`config.mk`:
```
export PLATFORM = sky130hd
export DESIGN_NAME = multicycle_control_flat
export DESIGN_NICKNAME = d
export VERILOG_FILES = /design/src/rtl/multicycle_control_pkg.sv /design/src/rtl/multicycle_control_if.sv /design/src/rtl/multicycle_control_alu_op_decode.sv /design/src/rtl/multicycle_control.sv /design/src/flat_wrapper.sv
export SDC_FILE = /design/constraint.sdc
export NUM_CORES = 1
export LEC_CHECK = 0
export CAP_MARGIN = 0
export CORE_ASPECT_RATIO = 0.8
export CORE_MARGIN = 8
export CORE_UTILIZATION = 46
export DETAILED_ROUTE_END_ITERATION = 6
export HOLD_SLACK_MARGIN = 0.05
export PLACE_DENSITY = 0.84
export SLEW_MARGIN = 30
export SYNTH_ARGS = -nofsm -noshare
export SYNTH_HDL_FRONTEND = slang
export SYNTH_SLANG_ARGS = --single-unit
```
`constraint.sdc`:
```
create_clock -name clk -period 2.9 [get_ports clk]
set_clock_uncertainty 0.1 [all_clocks]
set_input_delay 0.58 -clock clk [delete_from_list [all_inputs] [get_ports clk]]
set_output_delay 0.58 -clock clk [all_outputs]
set_load 0.02 [all_outputs]
```
`src/rtl/multicycle_control_pkg.sv`:
```
// Shared constants, encodings and state enum for the multi-cycle MIPS controller.
package mips_ctrl_pkg;

    localparam int unsigned OPCODE_W = 6;
    localparam int unsigned FUNCT_W  = 6;
    localparam int unsigned ALU_OP_W = 3;

    localparam logic [OPCODE_W-1:0] OP_RTYPE = 6'h00;
    localparam logic [OPCODE_W-1:0] OP_J     = 6'h02;
    localparam logic [OPCODE_W-1:0] OP_JAL   = 6'h03;
    localparam logic [OPCODE_W-1:0] OP_BEQ   = 6'h04;
    localparam logic [OPCODE_W-1:0] OP_BNE   = 6'h05;
    localparam logic [OPCODE_W-1:0] OP_ADDI  = 6'h08;
    localparam logic [OPCODE_W-1:0] OP_ANDI  = 6'h0C;
    localparam logic [OPCODE_W-1:0] OP_ORI   = 6'h0D;
    localparam logic [OPCODE_W-1:0] OP_LUI   = 6'h0F;
    localparam logic [OPCODE_W-1:0] OP_LW    = 6'h23;
    localparam logic [OPCODE_W-1:0] OP_SW    = 6'h2B;

    localparam logic [FUNCT_W-1:0] FN_SLL = 6'h00;
    localparam logic [FUNCT_W-1:0] FN_ADD = 6'h20;
    localparam logic [FUNCT_W-1:0] FN_SUB = 6'h22;
    localparam logic [FUNCT_W-1:0] FN_AND = 6'h24;
    localparam logic [FUNCT_W-1:0] FN_OR  = 6'h25;
    localparam logic [FUNCT_W-1:0] FN_SLT = 6'h2A;

    typedef logic [ALU_OP_W-1:0] alu_op_t;
    localparam alu_op_t ALU_ADD = 3'd0;
    localparam alu_op_t ALU_SUB = 3'd1;
    localparam alu_op_t ALU_AND = 3'd2;
    localparam alu_op_t ALU_OR  = 3'd3;
    localparam alu_op_t ALU_SLT = 3'd4;
    localparam alu_op_t ALU_SLL = 3'd5;
    localparam alu_op_t ALU_LUI = 3'd6;

    typedef enum logic [3:0] {
        FETCH  = 4'd0,
        DECODE = 4'd1,
        EXEC_R = 4'd2,
        EXEC_I = 4'd3,
        ADDR   = 4'd4,
        MEM_RD = 4'd5,
        MEM_WB = 4'd6,
        MEM_WR = 4'd7,
        ALU_WB = 4'd8,
        BRANCH = 4'd9,
        JUMP   = 4'd10,
        HALT   = 4'd11
    } state_t;

    typedef logic [1:0] pc_src_t;
    localparam pc_src_t PC_SRC_ALU    = 2'b00;
    localparam pc_src_t PC_SRC_ALUOUT = 2'b01;
    localparam pc_src_t PC_SRC_JUMP   = 2'b10;

    typedef logic [1:0] src_b_t;
    localparam src_b_t SRCB_REG    = 2'b00;
    localparam src_b_t SRCB_FOUR   = 2'b01;
    localparam src_b_t SRCB_IMM    = 2'b10;
    localparam src_b_t SRCB_BRANCH = 2'b11;

    typedef logic [1:0] m2r_t;
    localparam m2r_t M2R_ALUOUT = 2'b00;
    localparam m2r_t M2R_MDR    = 2'b01;
    localparam m2r_t M2R_PC     = 2'b10;

    typedef logic [1:0] fault_t;
    localparam fault_t FAULT_NONE    = 2'b00;
    localparam fault_t FAULT_ILLEGAL = 2'b01;
    localparam fault_t FAULT_TIMEOUT = 2'b10;

    // States that hold a memory request open until mem_ready.
    function automatic logic is_wait_state(input state_t s);
        return (s == FETCH) || (s == MEM_RD) || (s == MEM_WR);
    endfunction

endpackage

```
`src/rtl/multicycle_control_if.sv`:
```
// Controller <-> datapath signal bundle; the controller takes the slave side.
interface multicycle_control_if #(
    parameter int unsigned STATE_W = 4
);
    logic [5:0]         opcode;
    logic [5:0]         funct;
    logic               alu_zero;
    logic               mem_ready;

    logic               pc_write;
    logic               pc_write_cond;
    logic [1:0]         pc_source;
    logic               ir_write;
    logic               iord;
    logic               mem_read;
    logic               mem_write;
    logic               reg_write;
    logic               reg_dst;
    logic               write_reg31;
    logic [1:0]         mem_to_reg;
    logic               alu_src_a;
    logic [1:0]         alu_src_b;
    logic [2:0]         alu_op;
    logic               ext_op;
    logic               instr_done;
    logic [1:0]         fault;
    logic [STATE_W-1:0] state;

    modport master (
        output opcode, funct, alu_zero, mem_ready,
        input  pc_write, pc_write_cond, pc_source, ir_write, iord, mem_read,
               mem_write, reg_write, reg_dst, write_reg31, mem_to_reg,
               alu_src_a, alu_src_b, alu_op, ext_op, instr_done, fault, state
    );

    modport slave (
        input  opcode, funct, alu_zero, mem_ready,
        output pc_write, pc_write_cond, pc_source, ir_write, iord, mem_read,
               mem_write, reg_write, reg_dst, write_reg31, mem_to_reg,
               alu_src_a, alu_src_b, alu_op, ext_op, instr_done, fault, state
    );
endinterface

```
`src/rtl/multicycle_control_alu_op_decode.sv`:
```
// R-type funct field to ALU operation, flagging unsupported funct codes.
module alu_op_decode
    import mips_ctrl_pkg::*;
(
    input  logic [FUNCT_W-1:0] funct_i,
    output alu_op_t            alu_op_o,
    output logic               illegal_o
);

    always_comb begin
        alu_op_o  = ALU_ADD;
        illegal_o = 1'b0;
        case (funct_i)
            FN_ADD:  alu_op_o = ALU_ADD;
            FN_SUB:  alu_op_o = ALU_SUB;
            FN_AND:  alu_op_o = ALU_AND;
            FN_OR:   alu_op_o = ALU_OR;
            FN_SLT:  alu_op_o = ALU_SLT;
            FN_SLL:  alu_op_o = ALU_SLL;
            default: illegal_o = 1'b1;
        endcase
    end

endmodule

```
`src/rtl/multicycle_control.sv`:
```
// Multi-cycle MIPS sequencing controller with memory-ready timeout and sticky fault.
// Optional cycle/instruction counters when PERF_COUNTERS_EN is defined.
module multicycle_control
    import mips_ctrl_pkg::*;
#(
    parameter int unsigned MEM_WAIT_MAX = 15,
    parameter int unsigned STATE_W      = 4
) (
    input  logic                 clk,
    input  logic                 reset,
    multicycle_control_if.slave  bus
`ifdef PERF_COUNTERS_EN
    ,
    output logic [31:0]          cycle_count,
    output logic [31:0]          instr_count
`endif
);

    localparam int unsigned WAIT_W = (MEM_WAIT_MAX > 1) ? $clog2(MEM_WAIT_MAX + 1) : 1;

    state_t            state_q, state_d;
    fault_t            fault_q, fault_d;
    logic [WAIT_W-1:0] wait_q, wait_d;

    alu_op_t funct_op;
    logic    funct_bad;
    logic    stall, timeout;

    logic pc_write_raw, pc_write_cond_raw, ir_write_raw, mem_read_raw;
    logic mem_write_raw, reg_write_raw, instr_done_raw;

    alu_op_decode u_alu_op_decode (
        .funct_i   (bus.funct),
        .alu_op_o  (funct_op),
        .illegal_o (funct_bad)
    );

    always_ff @(posedge clk) begin
        if (reset) begin
            state_q <= FETCH;
            fault_q <= FAULT_NONE;
            wait_q  <= '0;
        end else begin
            state_q <= state_d;
            fault_q <= fault_d;
            wait_q  <= wait_d;
        end
    end

    // The timeout cycle is the MEM_WAIT_MAX-th consecutive not-ready cycle.
    assign stall   = is_wait_state(state_q) && !bus.mem_ready;
    assign timeout = stall && (MEM_WAIT_MAX != 0) && (wait_q == WAIT_W'(MEM_WAIT_MAX - 1));

    always_comb begin
        state_d           = state_q;
        fault_d           = fault_q;
        pc_write_raw      = 1'b0;
        pc_write_cond_raw = 1'b0;
        ir_write_raw      = 1'b0;
        mem_read_raw      = 1'b0;
        mem_write_raw     = 1'b0;
        reg_write_raw     = 1'b0;
        instr_done_raw    = 1'b0;
        bus.pc_source     = PC_SRC_ALU;
        bus.iord          = 1'b0;
        bus.reg_dst       = 1'b0;
        bus.write_reg31   = 1'b0;
        bus.mem_to_reg    = M2R_ALUOUT;
        bus.alu_src_a     = 1'b0;
        bus.alu_src_b     = SRCB_REG;
        bus.alu_op        = ALU_ADD;
        bus.ext_op        = 1'b1;

        case (state_q)
            FETCH: begin
                mem_read_raw  = 1'b1;
                bus.alu_src_b = SRCB_FOUR;
                if (bus.mem_ready) begin
                    ir_write_raw = 1'b1;
                    pc_write_raw = 1'b1;
                    state_d      = DECODE;
                end
            end
            DECODE: begin
                bus.alu_src_b = SRCB_BRANCH;
                case (bus.opcode)
                    OP_RTYPE:                         state_d = EXEC_R;
                    OP_LW, OP_SW:                     state_d = ADDR;
                    OP_BEQ, OP_BNE:                   state_d = BRANCH;
                    OP_J, OP_JAL:                     state_d = JUMP;
                    OP_ADDI, OP_ANDI, OP_ORI, OP_LUI: state_d = EXEC_I;
                    default: begin
                        state_d = HALT;
                        fault_d = FAULT_ILLEGAL;
                    end
                endcase
            end
            EXEC_R: begin
                bus.alu_src_a = 1'b1;
                bus.alu_op    = funct_op;
                if (funct_bad) begin
                    state_d = HALT;
                    fault_d = FAULT_ILLEGAL;
                end else begin
                    state_d = ALU_WB;
                end
            end
            EXEC_I: begin
                bus.alu_src_a = 1'b1;
                bus.alu_src_b = SRCB_IMM;
                bus.ext_op    = 1'b0;
                case (bus.opcode)
                    OP_ADDI: begin
                        bus.alu_op = ALU_ADD;
                        bus.ext_op = 1'b1;
                    end
                    OP_ANDI: bus.alu_op = ALU_AND;
                    OP_ORI:  bus.alu_op = ALU_OR;
                    default: bus.alu_op = ALU_LUI;
                endcase
                state_d = ALU_WB;
            end
            ALU_WB: begin
                reg_write_raw  = 1'b1;
                bus.reg_dst    = (bus.opcode == OP_RTYPE);
                instr_done_raw = 1'b1;
                state_d        = FETCH;
            end
            ADDR: begin
                bus.alu_src_a = 1'b1;
                bus.alu_src_b = SRCB_IMM;
                state_d       = (bus.opcode == OP_SW) ? MEM_WR : MEM_RD;
            end
            MEM_RD: begin
                bus.iord     = 1'b1;
                mem_read_raw = 1'b1;
                if (bus.mem_ready) state_d = MEM_WB;
            end
            MEM_WB: begin
                reg_write_raw  = 1'b1;
                bus.mem_to_reg = M2R_MDR;
                instr_done_raw = 1'b1;
                state_d        = FETCH;
            end
            MEM_WR: begin
                bus.iord      = 1'b1;
                mem_write_raw = 1'b1;
                if (bus.mem_ready) begin
                    instr_done_raw = 1'b1;
                    state_d        = FETCH;
                end
            end
            BRANCH: begin
                bus.alu_src_a     = 1'b1;
                bus.alu_op        = ALU_SUB;
                bus.pc_source     = PC_SRC_ALUOUT;
                pc_write_cond_raw = (bus.opcode == OP_BEQ) ? bus.alu_zero : !bus.alu_zero;
                instr_done_raw    = 1'b1;
                state_d           = FETCH;
            end
            JUMP: begin
                pc_write_raw   = 1'b1;
                bus.pc_source  = PC_SRC_JUMP;
                instr_done_raw = 1'b1;
                if (bus.opcode == OP_JAL) begin
                    reg_write_raw   = 1'b1;
                    bus.write_reg31 = 1'b1;
                    bus.mem_to_reg  = M2R_PC;
                end
                state_d = FETCH;
            end
            HALT: state_d = HALT;
            default: state_d = FETCH;
        endcase

        if (timeout) begin
            state_d       = HALT;
            fault_d       = FAULT_TIMEOUT;
            mem_read_raw  = 1'b0;
            mem_write_raw = 1'b0;
        end

        wait_d = (stall && (state_d == state_q)) ? wait_q + WAIT_W'(1) : '0;
    end

    // Strobes are held low for the whole time reset is asserted.
    assign bus.pc_write      = pc_write_raw      & ~reset;
    assign bus.pc_write_cond = pc_write_cond_raw & ~reset;
    assign bus.ir_write      = ir_write_raw      & ~reset;
    assign bus.mem_read      = mem_read_raw      & ~reset;
    assign bus.mem_write     = mem_write_raw     & ~reset;
    assign bus.reg_write     = reg_write_raw     & ~reset;
    assign bus.instr_done    = instr_done_raw    & ~reset;
    assign bus.fault         = fault_q;
    assign bus.state         = STATE_W'(state_q);

`ifdef PERF_COUNTERS_EN
    logic [31:0] cycle_q, instr_q;

    always_ff @(posedge clk) begin
        if (reset) begin
            cycle_q <= '0;
            instr_q <= '0;
        end else begin
            if (state_q != HALT) cycle_q <= cycle_q + 32'd1;
            if (instr_done_raw)  instr_q <= instr_q + 32'd1;
        end
    end

    assign cycle_count = cycle_q;
    assign instr_count = instr_q;
`endif

endmodule

```
`src/flat_wrapper.sv`:
```
// flat-port wrapper written by rule: the top's interface ports become plain ports
module multicycle_control_flat import mips_ctrl_pkg::*;
#(
    parameter int unsigned MEM_WAIT_MAX = 15,
    parameter int unsigned STATE_W      = 4
)
  (clk, reset, bus_opcode, bus_funct, bus_alu_zero, bus_mem_ready, bus_pc_write, bus_pc_write_cond, bus_pc_source, bus_ir_write, bus_iord, bus_mem_read, bus_mem_write, bus_reg_write, bus_reg_dst, bus_write_reg31, bus_mem_to_reg, bus_alu_src_a, bus_alu_src_b, bus_alu_op, bus_ext_op, bus_instr_done, bus_fault, bus_state);
  multicycle_control_if #(.STATE_W(STATE_W)) bus_i ();
  input  logic clk;
  input  logic reset;
  input wire logic [$bits(bus_i.opcode)-1:0] bus_opcode;
  input wire logic [$bits(bus_i.funct)-1:0] bus_funct;
  input wire logic [$bits(bus_i.alu_zero)-1:0] bus_alu_zero;
  input wire logic [$bits(bus_i.mem_ready)-1:0] bus_mem_ready;
  output wire logic [$bits(bus_i.pc_write)-1:0] bus_pc_write;
  output wire logic [$bits(bus_i.pc_write_cond)-1:0] bus_pc_write_cond;
  output wire logic [$bits(bus_i.pc_source)-1:0] bus_pc_source;
  output wire logic [$bits(bus_i.ir_write)-1:0] bus_ir_write;
  output wire logic [$bits(bus_i.iord)-1:0] bus_iord;
  output wire logic [$bits(bus_i.mem_read)-1:0] bus_mem_read;
  output wire logic [$bits(bus_i.mem_write)-1:0] bus_mem_write;
  output wire logic [$bits(bus_i.reg_write)-1:0] bus_reg_write;
  output wire logic [$bits(bus_i.reg_dst)-1:0] bus_reg_dst;
  output wire logic [$bits(bus_i.write_reg31)-1:0] bus_write_reg31;
  output wire logic [$bits(bus_i.mem_to_reg)-1:0] bus_mem_to_reg;
  output wire logic [$bits(bus_i.alu_src_a)-1:0] bus_alu_src_a;
  output wire logic [$bits(bus_i.alu_src_b)-1:0] bus_alu_src_b;
  output wire logic [$bits(bus_i.alu_op)-1:0] bus_alu_op;
  output wire logic [$bits(bus_i.ext_op)-1:0] bus_ext_op;
  output wire logic [$bits(bus_i.instr_done)-1:0] bus_instr_done;
  output wire logic [$bits(bus_i.fault)-1:0] bus_fault;
  output wire logic [$bits(bus_i.state)-1:0] bus_state;
  assign bus_i.opcode = bus_opcode;
  assign bus_i.funct = bus_funct;
  assign bus_i.alu_zero = bus_alu_zero;
  assign bus_i.mem_ready = bus_mem_ready;
  assign bus_pc_write = bus_i.pc_write;
  assign bus_pc_write_cond = bus_i.pc_write_cond;
  assign bus_pc_source = bus_i.pc_source;
  assign bus_ir_write = bus_i.ir_write;
  assign bus_iord = bus_i.iord;
  assign bus_mem_read = bus_i.mem_read;
  assign bus_mem_write = bus_i.mem_write;
  assign bus_reg_write = bus_i.reg_write;
  assign bus_reg_dst = bus_i.reg_dst;
  assign bus_write_reg31 = bus_i.write_reg31;
  assign bus_mem_to_reg = bus_i.mem_to_reg;
  assign bus_alu_src_a = bus_i.alu_src_a;
  assign bus_alu_src_b = bus_i.alu_src_b;
  assign bus_alu_op = bus_i.alu_op;
  assign bus_ext_op = bus_i.ext_op;
  assign bus_instr_done = bus_i.instr_done;
  assign bus_fault = bus_i.fault;
  assign bus_state = bus_i.state;
  multicycle_control #(.MEM_WAIT_MAX(MEM_WAIT_MAX), .STATE_W(STATE_W)) u_core (.clk(clk), .reset(reset), .bus(bus_i));
endmodule
```
==> run metrics, run 1 <==
outcome completed; Final Hold Vio Count 0; FF/Latch Area 200.2 um2; CP max stage delay ~0.47 ns; crit path kind in2out; share of layout cells above drive strength 1 0.2607; Total GRT Usage 0.1829; Die W 69.95 um; pin count of the biggest net entering global routing 22; RSZ-0062 raised after global routing no; met2 Usage GRT 0.3225; DRC errors left 0; met1 GRT Util 0.2146; area taken by multi-input logic gates 804.5 um2; critical path's top delay family buffers and inverters; Syn-to-layout area delta 60.63%; hold buffers post-CTS 0; number of global-route vias before repair 1,285; VDD IR max 596.0 uV; die area approximately 4100 um2; fin util 0.7902; crit start category primary input; clock latency on the worst-skew pair about 0.28 ns; Filler Cell Count 151; Vias/cell about 6.0; DRT iter0 DRCs 170; fmax 349.0 MHz; cell chain of the critical path clkdlybuf4s50_1, buf_4, nor2_1, nand2_1, nor4_1, dlygate4sd2_1; Buf/Inv on CP 3; Gate Count Post-Synth roughly 150; Power Dens Cells 534.9 nW/um2; final WL 4090 um; Avg Inst Size Synth 7.237 um2; clock root cell clkbuf_4; master of the slowest instance on the critical path clkdlybuf4s50_1; Ports 43; Post-Syn Nets 166; post-detail-place hpwl 3164 um; n_diodes 0; antenna viol nets, final 0; critical path capture point type output pin; design area 1720 um2; Post-layout nets between 200 and 250; Post-CTS Setup Repair Bufs 0; Post-synth EDFFs 0; Crit path required time approximately 2.2 ns; Buffers on Ports 42; Synthesis Warnings 0; synthesized cell area 1071 um2; Clock Path Buffers 2; crit-path max FO 4; Core ar. 2177 um2; GRT overflow 0; FFs w/ async S/R, synth 0; CTS tree done; initial antenna violation count 0; wire length per cell 17.33 um; Pre-antenna DRT Iters 5; min Tclk post-route 2.865 ns; die height 59.16 um; Sink Count 10; CTS clk-pin slew, worst paths 0.06 ns; first-pass GRT wire length 6334 um; period utilisation layout 0.9880; Rows 15; gr busiest metal met2; GR Util met3 0.05193; H-tree Lvls 1; CP arrival around 2.2 ns; synthesis-stage register bit count 10; post-synthesis sequential area ratio 0.1869; GP Congestion 0.9025; Num CTS Buffers 3; Pwr Total 0.0009202 W; flop-to-flop setup slack 0.78 ns; Slew Limit Headroom 0.7525; Yosys cell types 49; Synth Flop Type dfxtp_1; Hold WC Path Type reg2reg; final slew viol count 0; Worst-Margin Slew 0.3703 ns; Initial Util 0.4920; vias 1,421; Placed Area 1687 um2; Leakage 0.7195 nW; Final Setup Violations 0; Max Cap Viol 0
## through the flow
step	cells	hold slack [ns]	TNS [ns]	setup slack [ns]
after detailed placement	233	0.3469	-3.205	-0.4619
after global placement	233	0.3334	-2.827	-0.4602
final	236	0.3524	0	0.03489
after CTS	236	0.3590	0	0.01286
after floorplan	148	0.3511	0	0.1837
after global routing	236	0.3723	0	0.006253
## state kept, by name, summed over array words and instances, names as in the netlist
register	count
u_core.wait_q	4
u_core.bus.state	4
u_core.bus.fault	2
## placed cells by master, fill, tap and decap left out, types with 5 or more instances in the layout
| cell type | synthesis | routed |
|---|---|---|
| inv_1 | 11 | 11 |
| buf_4 | 1 | 30 |
| clkdlybuf4s50_1 | 0 | 27 |
| a21oi_1 | 6 | 6 |
| a31oi_1 | 5 | 5 |
| dfxtp_1 | 10 | 10 |
| nand2_1 | 12 | 11 |
| dlygate4sd2_1 | 0 | 6 |
| nand2b_1 | 5 | 5 |
| nor2_1 | 15 | 14 |
| o21ai_0 | 5 | 5 |
| nand3_1 | 5 | 5 |
| nor3_1 | 7 | 7 |
## path summary, 6_finish.rpt
check	cells past startpoint	endpoint	start
max	6	bus_reg_dst	bus_opcode[2]
min	2	u_core.bus.fault[0]	u_core.bus.fault[0]
max reg2reg	8	u_core.wait_q[2]	u_core.wait_q[0]
min reg2reg	2	u_core.bus.fault[0]	u_core.bus.fault[0]
## cells in the mapped netlist (all sizes together), types with 2 or more instances
cell type	count	area [um2]
nand4	3	18.77
buf	7	42.54
nand2	12	45.04
a2111oi	5	72.57
xor2	2	17.52
a31oi	5	31.28
a21oi	6	30.03
inv	11	41.29
dfxtp	10	200.2
o21ai	6	33.78
a32oi	2	17.52
nor2	15	56.30
nand2b	5	31.28
or2	2	12.51
mux2i	3	30.03
nor3	7	35.03
nor2b	6	40.04
nor4	4	25.02
clkbuf	5	18.77
xnor2	3	26.28
ha	2	25.02
or4	2	15.01
a22oi	2	15.01
nand3	5	25.02
## kinds of logic (layout without fill, tap and decap cells)
group	count (synthesis)	in the layout	share of synthesized area
adders and majority gates	2	2	0.02336
muxes	3	3	0.02804
xor gates and xnor gates	5	5	0.04090
buffers and inverters	23	86	0.09580
AOI/OAI and AO/OA	37	37	0.2792
DFF	10	10	0.1869
and+or+nand+nor	68	68	0.3458
## where the power goes
part / leakage (nW) / internal (W) / switching (W)
combinational: 0.624 / 0.000269 / 0.000378
clock: 0.0138 / 0.0000480 / 0.0000479
sequential: 0.0814 / 0.000164 / 0.0000138
total: 0.720 / 0.000480 / 0.000440
## metal layers
| metal | wire, um | vias up | share of wire |
|---|---|---|---|
| li1 | - | 670 | - |
| met1 | 1617 | 645 | 0.40 |
| met2 | 1938 | 95 | 0.47 |
| met3 | 468 | 11 | 0.11 |
| met4 | 65 | 0 | 0.016 |
| met5 | 0 | - | 0 |
## area by class of cell
type                    instances  area share
multi-input cells             115      0.4676
clock buffers                   3     0.01309
flip-flops and latches         10      0.1164
inverters                      11     0.02400
repair buffers                 72      0.3607
well taps                      25     0.01818
## tightest hold or removal path, delay by kind of cell, from the launching register on
kind | cells | cell delay [ns]
flops | 1 | 0.31
buf+inv | 1 | 0.05
compound gates | 1 | 0.05
## repair_timing
action                                  CTS  global route
pin swaps                                 0             3
endpoints found under the setup margin   15             8
gates resized for setup                  30            19
No activity file was read; power rests on OpenSTA's default activity.
==> run 2: changes to the inputs <==
--- a/config.mk
+++ b/config.mk
@@ -5,7 +5,7 @@
 export SDC_FILE = /design/constraint.sdc
 export NUM_CORES = 1
 export LEC_CHECK = 0
-export CAP_MARGIN = 0
+export CAP_MARGIN = 15
 export CORE_ASPECT_RATIO = 0.8
 export CORE_MARGIN = 8
 export CORE_UTILIZATION = 46
@@ -16,3 +16,4 @@
 export SYNTH_ARGS = -nofsm -noshare
 export SYNTH_HDL_FRONTEND = slang
 export SYNTH_SLANG_ARGS = --single-unit
+export TNS_END_PERCENT = 1
==> run metrics, run 2 (synthesized netlist as in run 1, its figures left out) <==
vias 1,397 (-1.7%); DR WL met3 419 um (-10%); Power Dens Cells 542.2 nW/um2 (+1.4%); pin count of the biggest net entering global routing 22 (unchanged); master of the slowest instance on the critical path or4_4; VDD IR max 597.8 uV (+0.30%); Initial Util 0.4920 (unchanged); final slew viol count 0 (unchanged); Pre-antenna DRT Iters 5 (unchanged); critical path's top delay family simple AND/OR/NAND/NOR gates; Worst-Margin Slew 0.3720 ns (+0.001734 ns); wire length per cell 17.13 um (-1.2%); Clock Path Buffers 2 (unchanged); crit path kind in2out; share of layout cells above drive strength 1 0.2464 (-0.01422); met2 wire len 1917 um (-1.1%); GP Congestion 0.9025 (unchanged); commonest non-fill, non-tap cells in the layout buf_4 (30), clkdlybuf4s50_1 (29), nor2_1 (15), nand2_1 (12), inv_1 (11); area taken by multi-input logic gates 792.0 um2 (-1.6%); setup_tns 0 ns (unchanged); period utilisation layout 0.9944 (+0.006383); Final Hold Vio Count 0 (unchanged); Buf/Inv on CP 2 (-1); DRC errors left 0 (unchanged); n_diodes 0 (unchanged); Die W 69.95 um (unchanged); Leakage 0.7028 nW (-2.3%); Syn-to-layout area delta 58.18%; crit path launch bus_opcode[4]; outcome completed; Total GRT Usage 0.1829 (unchanged); hold wc startpoint u_core.bus.fault[0]; Post-CTS Setup Repair Bufs 0 (unchanged); final WL 4042 um (-1.2%); clock latency on the worst-skew pair 0.28 ns (about the same); post-detail-place hpwl 3164 um (unchanged); CTS clk-pin slew, worst paths 0.06 ns (about the same); crit-path max FO 2 (-2); critical path capture point type output pin; most common cell after layout, fill and taps aside buf_4; antenna viol nets, final 0 (unchanged); DRT iter0 DRCs 154 (-9.4%); Max Cap Viol 0 (unchanged); CP arrival 2.20 ns (about the same); Final Setup Violations 0 (unchanged); Ports 43 (unchanged); clock root cell clkbuf_4; Post-layout nets 231 (unchanged); fin util 0.7782 (-0.01207); initial antenna violation count 0 (unchanged); number of global-route vias before repair 1,285 (unchanged); GRT overflow 0 (unchanged); first-pass GRT wire length 6334 um (unchanged); die area 4138 um2 (unchanged); reg2reg start u_core.wait_q[0]; min Tclk post-route 2.884 ns (+0.01851 ns); Num CTS Buffers 3 (unchanged); Core ar. 2177 um2 (unchanged); Buffers on Ports 42 (unchanged); FF/Latch Area 200.2 um2 (unchanged); CTS tree done; Filler Cell Count 156 (+3.3%); RSZ-0062 raised after global routing yes; uppermost routed layer met4; Crit path required time 2.22 ns (about the same); Rows 15 (unchanged); Vias/cell 5.919 (-1.7%); crit start category primary input; Metal-1 WL 1659 um (+2.6%); Slew Limit Headroom 0.7514 (-0.001158); Sink Count 10 (unchanged); H-tree Lvls 1 (unchanged); fmax 346.8 MHz (-0.64%); die height 59.16 um (unchanged); CP max stage delay 0.43 ns (-0.04 ns); Pwr Total 0.0009185 W (-0.19%); cell chain of the critical path clkdlybuf4s50_1, or2_2, or4_4, nand2_1, a22oi_1, nor3_1, buf_2; Hold WC Path Type reg2reg
==> run 2: changes by cell type in the layout (fill, tap and decap cells not counted), sizes merged <==
cell / before / now
dlygate4sd2: 6 / 7
dlymetal6s2s: 2 / 0
clkdlybuf4s50: 27 / 29
clkbuf: 6 / 5
==> run 2: final cells by class <==
class,count,share of cell area
Clock buffer,3,0.01329
Tap cell,25,0.01846
Multi-Input combinational cell,115,0.4675
Timing Repair Buffer,72,0.3582
Sequential cell,10,0.1182
Inverter,11,0.02437
==> run 2: stage by stage <==
step / instance area [um2] / setup WS (ns) / hold slack [ns] / instances
final: 1694 / 0.01638 / 0.3524 / 236
after global routing: 1694 / -0.07616 / 0.3723 / 236
after CTS: 1705 / -0.1318 / 0.3590 / 236
after detailed placement: 1687 / -0.4619 / 0.3469 / 233
after global placement: 1687 / -0.4602 / 0.3334 / 233
after floorplan: 1071 / 0.1837 / 0.3511 / 148
==> run 2: timing repair <==
item,CTS,global route
hold buffers,0,0
gates resized for setup,24,13
endpoints found under the setup margin,15,8
==> run 2: power by group <==
group	switching [W]	internal (W)
Sequential	0.0000137	0.000164
Combinational	0.000376	0.000268
Clock	0.0000486	0.0000481
Total	0.000438	0.000480
==> run 2: worst register-to-register path: cells and delay by family (launching register included) <==
kind,cells,cell delay [ns]
AO/OA/AOI/OAI,4,0.95
adder cells (fa/ha/maj),1,0.20
buffers and inverters,2,0.24
flip-flops,1,0.38
AND/OR/NAND/NOR,1,0.13
==> run 2: worst paths after layout <==
kind / to / slack (ns) / cells after the start
max: bus_reg_write / 0.02 / 7
max reg2reg: u_core.wait_q[2] / 0.79 / 8
min: u_core.bus.fault[0] / 0.35 / 2
min reg2reg: u_core.bus.fault[0] / 0.35 / 2
==> run 2: metal layers <==
layer | up-vias | GRT usage
met5 | - | 0
met1 | 626 | 0.2146
li1 | 674 | -
met4 | 0 | 0.04286
met2 | 88 | 0.3225
met3 | 9 | 0.05193
